===== src/rtl/fir_to_float_pipe.sv =====
// fir_to_float_pipe
// Converts the PPU fields-intermediate form (sign, signed total exponent,
// normalised 1.frac) into an IEEE-754 binary float of width 1+E+M.
// Uses round-to-nearest-even. Overflow saturates to infinity. Underflow
// produces subnormals, or signed zero when FTZ=1. NaR and zero have their own
// encodings, and the block drives the IEEE status flags.
// The pipeline has 1..3 register stages and a single global stall: every
// stage advances when the output is empty or is being consumed.

module fir_to_float_pipe #(
  parameter int TE_BITS         = 10,
  parameter int MANT_SIZE       = 28,
  parameter int FLOAT_EXP_SIZE  = 8,
  parameter int FLOAT_MANT_SIZE = 23,
  parameter int FSIZE           = 1 + FLOAT_EXP_SIZE + FLOAT_MANT_SIZE,
  parameter int STAGES          = 2,
  parameter bit FTZ             = 1'b0
) (
  input  logic                 clk,
  input  logic                 rst,
  input  logic                 in_valid_i,
  output logic                 in_ready_o,
  input  logic                 sign_i,
  input  logic [TE_BITS-1:0]   te_i,
  input  logic [MANT_SIZE-1:0] frac_i,
  input  logic                 is_zero_i,
  input  logic                 is_nar_i,
  output logic                 out_valid_o,
  input  logic                 out_ready_i,
  output logic [FSIZE-1:0]     float_o,
  output logic                 inexact_o,
  output logic                 overflow_o,
  output logic                 underflow_o
);

  localparam int E   = FLOAT_EXP_SIZE;
  localparam int M   = FLOAT_MANT_SIZE;
  // Biased-exponent width: room for the sign and one rounding carry
  localparam int BEW = ((TE_BITS > E) ? TE_BITS : E) + 2;
  localparam int EW1 = BEW + 1;
  // Alignment window: hidden+mantissa on top, then guard, then sticky bits,
  // padded below so a saturated shift never loses a set bit
  localparam int TW  = MANT_SIZE + M + 2;
  localparam int SHW = $clog2(M + 3);

  localparam int BIAS_I    = (1 << (E - 1)) - 1;
  localparam int EXP_INF_I = (1 << E) - 1;

  localparam logic [BEW-1:0] BIAS_BE = BEW'(BIAS_I);
  localparam logic [BEW-1:0] ZERO_BE = BEW'(0);
  localparam logic [BEW-1:0] ONE_BE  = BEW'(1);
  localparam logic [BEW-1:0] SAT_BE  = BEW'(M + 2);
  localparam logic [SHW-1:0] SAT_SH  = SHW'(M + 2);
  localparam logic [EW1-1:0] EXP_INF = EW1'(EXP_INF_I);

  // Illegal parameter combinations stop elaboration
  if (FSIZE != 1 + FLOAT_EXP_SIZE + FLOAT_MANT_SIZE) begin : g_bad_fsize
    $error("fir_to_float_pipe: FSIZE must equal 1+FLOAT_EXP_SIZE+FLOAT_MANT_SIZE");
  end
  if (STAGES < 1 || STAGES > 3) begin : g_bad_stages
    $error("fir_to_float_pipe: STAGES must be 1, 2 or 3");
  end

  typedef struct packed {
    logic           nar;
    logic           zero;
    logic           sign;
    logic [BEW-1:0] be;
    logic [MANT_SIZE-1:0] frac;
  } dec_t;

  typedef struct packed {
    logic         nar;
    logic         zero;
    logic         sign;
    logic [E-1:0] exp;
    logic [M-1:0] mant;
    logic         inexact;
    logic         overflow;
    logic         underflow;
  } rnd_t;

  // Decode: special detection (NaR wins over zero) and the biased exponent
  function automatic dec_t decode_f(input logic s, input logic [TE_BITS-1:0] te,
                                    input logic [MANT_SIZE-1:0] fr,
                                    input logic z, input logic n);
    dec_t d;
    d.nar  = n;
    d.zero = z & ~n;
    d.sign = s;
    d.be   = {{(BEW - TE_BITS){te[TE_BITS-1]}}, te} + BIAS_BE;
    d.frac = fr;
    return d;
  endfunction

  // Align/round: a single right shift serves both ranges. Normals use a shift
  // of 0. Subnormals use a shift of 1-be, saturated at M+2. RNE is then applied
  // on (lsb, guard, sticky).
  function automatic rnd_t round_f(input dec_t d);
    rnd_t r;
    logic [TW-1:0]  t_v;
    logic [TW-1:0]  sh_v;
    logic [BEW-1:0] dist_v;
    logic [SHW-1:0] amt_v;
    logic [M+1:0]   sum_v;
    logic [EW1-1:0] exp_v;
    logic           tiny_v;
    logic           guard_v;
    logic           sticky_v;
    logic           up_v;
    tiny_v = d.be[BEW-1] | (d.be == ZERO_BE);
    dist_v = ONE_BE - d.be;
    if (!tiny_v) begin
      amt_v = {SHW{1'b0}};
    end else if (dist_v > SAT_BE) begin
      amt_v = SAT_SH;
    end else begin
      amt_v = dist_v[SHW-1:0];
    end
    t_v      = {d.frac, {(M + 2){1'b0}}};
    sh_v     = t_v >> amt_v;
    guard_v  = sh_v[MANT_SIZE];
    sticky_v = |sh_v[MANT_SIZE-1:0];
    up_v     = guard_v & (sh_v[MANT_SIZE+1] | sticky_v);
    // Bit M is the hidden position; bit M+1 catches a normal's rounding carry
    sum_v    = {1'b0, sh_v[TW-1 -: M+1]} + {{(M + 1){1'b0}}, up_v};
    if (tiny_v) begin
      exp_v = {{(EW1 - 1){1'b0}}, sum_v[M]};
    end else begin
      exp_v = {1'b0, d.be} + {{(EW1 - 1){1'b0}}, sum_v[M+1]};
    end
    r.nar  = d.nar;
    r.zero = d.zero;
    r.sign = d.sign;
    if (tiny_v && FTZ) begin
      r.exp       = {E{1'b0}};
      r.mant      = {M{1'b0}};
      r.inexact   = 1'b1;
      r.overflow  = 1'b0;
      r.underflow = 1'b1;
    end else if (exp_v >= EXP_INF) begin
      r.exp       = {E{1'b1}};
      r.mant      = {M{1'b0}};
      r.inexact   = 1'b1;
      r.overflow  = 1'b1;
      r.underflow = 1'b0;
    end else begin
      r.exp       = exp_v[E-1:0];
      r.mant      = sum_v[M-1:0];
      r.inexact   = guard_v | sticky_v;
      r.overflow  = 1'b0;
      r.underflow = tiny_v & (guard_v | sticky_v);
    end
    return r;
  endfunction

  // Pack: final float word plus {inexact, overflow, underflow}
  function automatic logic [FSIZE+2:0] pack_f(input rnd_t r);
    logic [FSIZE+2:0] w;
    if (r.nar) begin
      w = {1'b0, {E{1'b1}}, 1'b1, {(M - 1){1'b0}}, 3'b000};
    end else if (r.zero) begin
      w = {(FSIZE + 3){1'b0}};
    end else begin
      w = {r.sign, r.exp, r.mant, r.inexact, r.overflow, r.underflow};
    end
    return w;
  endfunction

  logic             advance_s;
  dec_t             dec_s;
  dec_t             s2_in_s;
  logic             s2_in_v_s;
  rnd_t             rnd_s;
  rnd_t             s3_in_s;
  logic             s3_in_v_s;
  logic [FSIZE+2:0] pack_s;

  assign advance_s  = ~out_valid_o | out_ready_i;
  assign in_ready_o = advance_s;
  assign dec_s      = decode_f(sign_i, te_i, frac_i, is_zero_i, is_nar_i);

  if (STAGES >= 2) begin : g_s1_reg
    dec_t s1_r;
    logic s1_v_r;
    // Decode-stage register: shifts on advance, a bubble enters as valid=0
    always_ff @(posedge clk) begin
      if (rst) begin
        s1_v_r <= 1'b0;
      end else if (advance_s) begin
        s1_v_r <= in_valid_i;
        s1_r   <= dec_s;
      end
    end
    assign s2_in_s   = s1_r;
    assign s2_in_v_s = s1_v_r;
  end else begin : g_s1_comb
    assign s2_in_s   = dec_s;
    assign s2_in_v_s = in_valid_i;
  end

  assign rnd_s = round_f(s2_in_s);

  if (STAGES == 3) begin : g_s2_reg
    rnd_t s2_r;
    logic s2_v_r;
    // Round-stage register: shifts on advance together with the other stages
    always_ff @(posedge clk) begin
      if (rst) begin
        s2_v_r <= 1'b0;
      end else if (advance_s) begin
        s2_v_r <= s2_in_v_s;
        s2_r   <= rnd_s;
      end
    end
    assign s3_in_s   = s2_r;
    assign s3_in_v_s = s2_v_r;
  end else begin : g_s2_comb
    assign s3_in_s   = rnd_s;
    assign s3_in_v_s = s2_in_v_s;
  end

  assign pack_s = pack_f(s3_in_s);

  // Output register: holds the result and flags steady while stalled
  always_ff @(posedge clk) begin
    if (rst) begin
      out_valid_o <= 1'b0;
      float_o     <= {FSIZE{1'b0}};
      inexact_o   <= 1'b0;
      overflow_o  <= 1'b0;
      underflow_o <= 1'b0;
    end else if (advance_s) begin
      out_valid_o <= s3_in_v_s;
      {float_o, inexact_o, overflow_o, underflow_o} <= pack_s;
    end
  end

endmodule


===== config.mk =====
export PLATFORM = sky130hd
export DESIGN_NAME = fir_to_float_pipe
export DESIGN_NICKNAME = d
export VERILOG_FILES = /design/src/rtl/fir_to_float_pipe.sv
export SDC_FILE = /design/constraint.sdc
export NUM_CORES = 1
export LEC_CHECK = 0
export BUFFER_PORTS_ARGS = -buffer_cell sky130_fd_sc_hd__buf_2
export CAP_MARGIN = 40
export CORE_MARGIN = 8
export CORE_UTILIZATION = 60
export DETAILED_ROUTE_END_ITERATION = 6
export PLACE_DENSITY = 0.85
export SETUP_SLACK_MARGIN = 0.2
export SLEW_MARGIN = 10
export SYNTH_ARGS = -nofsm -noshare
export SYNTH_HDL_FRONTEND = slang
export SYNTH_SLANG_ARGS = --single-unit

===== constraint.sdc =====
create_clock -name clk -period 10.7 [get_ports clk]
set_input_delay 1.07 -clock clk [delete_from_list [all_inputs] [get_ports clk]]
set_output_delay 1.07 -clock clk [all_outputs]
set_load 0.02 [all_outputs]

-- Yosys cells after proc, flatten, opt, wreduce, memory -nomap -nowiden
Index checks and enable logic that the tools add are counted.
- add/sub/neg operators: 4
- $mul: 0
- div/mod/pow operators: 0
- magnitude comparators: 2
- eq/ne operators: 0
- shift operators: 1
- muxes and demuxes: 6
- bitwise logic cells: 10
- reduce and logical (&&, ||, !) cells: 3
- operators by type and width (cell ; count):
    $mux 35 ; 2
    $shr 53x5->53 ; 1
    $mux 34 ; 1
    $reduce_or 28->1 ; 1
    $add 24x1->25 ; 1
    $add 12x1->13 ; 1
    $ge 13x8->1 const B ; 1
    $mux 13 ; 1
    $gt 12x5->1 const B ; 1
    $logic_not 12->1 ; 1
    $sub 1x12->12 const A ; 1
    $add 10x8->11 const B ; 1
    $mux 5 ; 2
    $or 1x1->1 ; 4
    $and 1x1->1 ; 3
    $not 1->1 ; 3
    $reduce_and 2->1 ; 1
- bits in registers: 80
- latch bits: 0
- bits in writable memories: 0
- memory bits (read-only): 0
- bits of input ports: 45
- output and inout bits: 37
- memories: 0

-- Longest topological paths before layout
- word-level depth: 15
- depth in mapped cells: 37
- gate-level depth less buffers: 30

-- Worst setup path before layout
OpenSTA, ideal clock, no wires.
- path type: register to register
- start point: register g_s1_reg.s1_r[29] (netlist name)
- end point: register float_o[21]
- data arrival time: 7.350 ns
- setup slack: 3.291 ns
- stages on the path, launching flop included: 36
- path buffers: 8
- path through: edfxtp_1 buf_2 buf_1 inv_1 clkbuf_1 ha_1 nor4b_4 mux2i_1 o22a_2 o41ai_2 buf_2 clkbuf_1 clkbuf_1 a31oi_1 o22ai_1 ha_1 nand2_1 nor3_1 a31oi_1 a21o_1 buf_2 nor3_1 ha_1 ha_1 nand2_1 nor3_1 mux2_2 nor2_1 nor2_1 a31o_2 nor2_1 clkbuf_1 o21ai_0 nor4_1 mux2i_1 nand2_1
- cells in the longest elaborated chain, start to end: 15
- elaborated cells between the ends (all ways): 17
- classes of those cells: 3 x add/sub; 2 x order compare; 1 x shift; 6 x mux; 3 x bitwise; 2 x reduce/logical
- RTL lines (what ; line ; text):
    start, declared ; 184 ; dec_t s1_r;
    start signal, assigned ; 192 ; s1_r <= dec_s;
    $sub 1x12->12 ; 112 ; dist_v = ONE_BE - d.be;
    $gt 12x5->1 ; 115 ; end else if (dist_v > SAT_BE) begin
    $mux 5 ; 115 ;
    $mux 5 ; 113 ; if (!tiny_v) begin
    $shr 53x5->53 ; 121 ; sh_v = t_v >> amt_v;
    $reduce_or 28->1 ; 123 ; sticky_v = |sh_v[MANT_SIZE-1:0];
    $or 1x1->1 ; 124 ; up_v = guard_v & (sh_v[MANT_SIZE+1] | sticky_v);
    $and 1x1->1 ; 124 ;
    $add 24x1->25 ; 126 ; sum_v = {1'b0, sh_v[TW-1 -: M+1]} + {{(M + 1){1'b0}}, up_v};
    $add 12x1->13 ; 130 ; exp_v = {1'b0, d.be} + {{(EW1 - 1){1'b0}}, sum_v[M+1]};
    $mux 13 ; 127 ; if (tiny_v) begin
    $ge 13x8->1 ; 141 ; end else if (exp_v >= EXP_INF) begin
    $mux 34 (*) ; 141 ;
    $mux 35 (*) ; 162 ; end else if (r.zero) begin
    $mux 35 (*) ; 160 ; if (r.nar) begin
    end signal, assigned ; 229 ; float_o <= {FSIZE{1'b0}};
    end signal, assigned ; 235 ; {float_o, inexact_o, overflow_o, underflow_o} <= pack_s;
    end, declared ; 30 ; output logic [FSIZE-1:0] float_o,
Mark *: on every way between the ends. The rest lies on a longest branch, timed or not.
A chain may end at the register's enable or synchronous reset.

-- Final worst setup path
- start point: register g_s1_reg.s1_r[29] (netlist name)
- end point: register float_o[15]
The elaborated chain is that of the path after synthesis.

==> impl_metrics.yaml <==
drt:
  finalWirelength_um: 24240
  drt_iter0_drc: 1433
  drc: 0
  post_drt_via_cell_ratio: 7.360
  vias: 7573
  ant_nets: 0
  wl_per_cell_um: 23.56
  first_pass_iters: 6
place:
  dp_cells: 1013
  portBuffers: 81
  gp_congestion: 1.074
  hpwlAfterDp_um: 17640
finish:
  n_antenna_cell: 0
  area_growth_pct: 10.57
  layout.cells.non_filler: 1029
  layout-drive-gt1-share: 0.1721
  fillers: 880
  multi_input_area_sq_mm: 0.004405
  nets: 935
  register_area_sq_mm: 0.002002
worst_setup_path:
  cp_common_cell: "ha_1"
  cp-start-kind: "register"
  cp_top_family: "simple AND/OR/NAND/NOR gates"
  path_class: "reg -> reg"
  worstPathArrival_ns: 9.22
  cp.buffers_inverters: 5
  end_kind: "register"
  crit_fanout: 39
  slowest_delay_ns: 0.64
  slowest_stage: "nand3_1"
  crit_required_ns: 11.00
timing:
  fmax_mhz: 112.0
  min_period_ns: 8.928
  relSlewSlack: 0.3924
  hold_viol: 0
  drv_slew: 0
  fin_crit_sh: 0.8344
  rsz0062_at_grt: "no"
  setup_viol: 0
  whs_ns: 0.4470
  tightest_slew_ns: 0.9049
  fin_setup_tns_ns: 0
  fin_skew_ns: 0.008997
floorplanning:
  start_util: 0.6192
  fp.dieW_um: 122.2
  rows: 38
  pin_count: 82
  dieArea_sq_mm: 0.01494
  die_h_um: 122.2
  coreArea_sq_mm: 0.01094
power:
  peakVddDrop_mv: 0.1051
  p_leak_uw: 0.002849
  power.density_mw_per_mm2: 120.6
global_route:
  grt_antenna_before_repair: 0
  overflow: 0
  grtUsageTotal: 0.3185
  grt_pass1_vias: 7052
  grt_first_pass_wirelength_um: 37600
  grt_max_degree: 51
cts:
  cts_buffers: 9
  cts.clk_slew.worst_paths_ns: 0.06
  clock_latency_ns: 0.36
  holdBufCountCts: 0
  cts_resized: 0
  cts_root_buffer: "clkbuf_16"
  cts_sinks: 79
  htreeDepth: 3
  cts_tree: "done"
  cts_buffer_depth: 2
  post_cts_buffers: 0
synth:
  synth-edff-count: 42
  syn_area_sq_mm: 0.006771
  syn_avg_cell_area_sq_um: 8.061
  synth-seq-cells: 79
  ys.flop_type: "edfxtp_1"
  yosysUniqueCellTypes: 87
  synth.net_count: 891
  syn_inst: 840
  yosysWarnings: 0
  synth_seq_area_share: 0.2956
  postSynth.asyncResetShare: 0
status:
  status: "finished, final reports clean"
flow_run:
  max-cap-violations: 0
hold_path:
  hold_path_class: "reg -> reg"
[area by class of cell]
cell class                 instances  share of cell area
multi-input combinational        677              0.5884
sequential                        79              0.2674
timing repair buffer              99             0.07386
clock buffer                      12             0.03426
tap                              140             0.02340
inverter                          18            0.009024
clock inverter                     4            0.003676
[through the flow]
step / power (uW) / worst slack, ns / area, sq um / util
after floorplan: 526.1 / 3.291 / 6771 / -
after global placement: 595.3 / 2.402 / 7183 / 0.6569
after detailed placement: 599.0 / 2.159 / 7203 / 0.6587
after CTS: 893.5 / 2.089 / 7487 / 0.6847
after global routing: 931.0 / 1.351 / 7487 / 0.6847
final: 903.0 / 1.772 / 7487 / 0.6847
[where the power goes]
group          internal (uW)  total (uW)  switching, uW
clock network            170         297            127
registers                339         361           21.4
logic                   80.1         246            165
[kinds of logic (layout without fill, tap and decap cells)]
family / after synthesis / in the layout / share of synthesized area
and+or+nand+nor: 341 / 341 / 0.2600
DFF: 79 / 79 / 0.2956
AOI/OAI and AO/OA: 282 / 282 / 0.3080
muxes: 23 / 23 / 0.03455
xor gates and xnor gates: 25 / 25 / 0.03234
buffers and inverters: 84 / 133 / 0.05839
adders and majority gates: 6 / 6 / 0.01109
[metal layers]
layer | vias up | part of all wire | routed length, um | global-route usage
met3 | 122 | 0.11 | 2603 | 0.06569
met1 | 3476 | 0.39 | 9532 | 0.4008
met2 | 619 | 0.43 | 10530 | 0.4797
met5 | - | 0 | 0 | 0
met4 | 0 | 0.065 | 1578 | 0.2277
li1 | 3356 | - | - | -
[cell usage after synthesis (9+ instances only)]
cell type | number | share of area
nand2_1 | 89 | 0.049
nor2_1 | 71 | 0.039
o21ai_0 | 44 | 0.033
edfxtp_1 | 42 | 0.19
dfxtp_1 | 37 | 0.11
nand3_1 | 33 | 0.024
a21oi_1 | 30 | 0.022
clkbuf_1 | 30 | 0.017
nand4_1 | 30 | 0.028
nor3_1 | 29 | 0.021
buf_2 | 22 | 0.016
nor4_1 | 21 | 0.019
o31ai_1 | 21 | 0.023
a211oi_1 | 20 | 0.022
mux2i_1 | 20 | 0.030
inv_1 | 18 | 0.010
a31oi_1 | 14 | 0.013
o211ai_1 | 14 | 0.016
xnor2_1 | 14 | 0.018
a22oi_1 | 12 | 0.013
o22ai_1 | 12 | 0.011
o31a_1 | 12 | 0.016
a211o_1 | 11 | 0.014
xor2_1 | 11 | 0.014
or3_1 | 10 | 0.0092
and2_1 | 9 | 0.0083
and3_1 | 9 | 0.0083
[state kept, by name, summed over array words and instances, names as in the netlist]
register         flops
float_o             32
g_s1_reg.s1_r       42
g_s1_reg.s1_v_r      1
inexact_o            1
out_valid_o          1
overflow_o           1
underflow_o          1
[worst min-delay path: stages, from the launching register on]
cell	delay [ns]
dfxtp_1	0.32
nand2_1	0.05
nand3_1	0.05
[cell usage in the layout (no fill, tap or decap), types with 7 or more instances in the layout]
cell type  instances
nand3_1           33
and3_1             9
xnor2_1           14
o31a_1            11
buf_4             17
dfxtp_1           37
buf_2             81
o211ai_1          14
nand4_1           30
xor2_1            11
o21a_1             7
nand2_1           89
a22oi_1           12
mux2i_1           20
a31oi_1           14
nor3_1            29
nor4_1            21
o21ai_0           43
or3_1             10
o22ai_1           12
nor2_1            69
a2bb2oi_1          7
a211oi_1          20
o31ai_1           21
and2_1             9
inv_1             18
a21oi_1           30
edfxtp_1          42
a211o_1           11
clkbuf_16          9
[worst paths after layout]
path / start / end / slack, ns / depth (start not counted)
worst max-delay path: g_s1_reg.s1_r[29] / float_o[15] / 1.77 / 33
worst min-delay path: float_o[19] / float_o[19] / 0.45 / 2
worst max register to register: g_s1_reg.s1_r[29] / float_o[15] / 1.77 / 33
worst min register to register: float_o[19] / float_o[19] / 0.45 / 2
No activity file was read; power rests on OpenSTA's default activity.
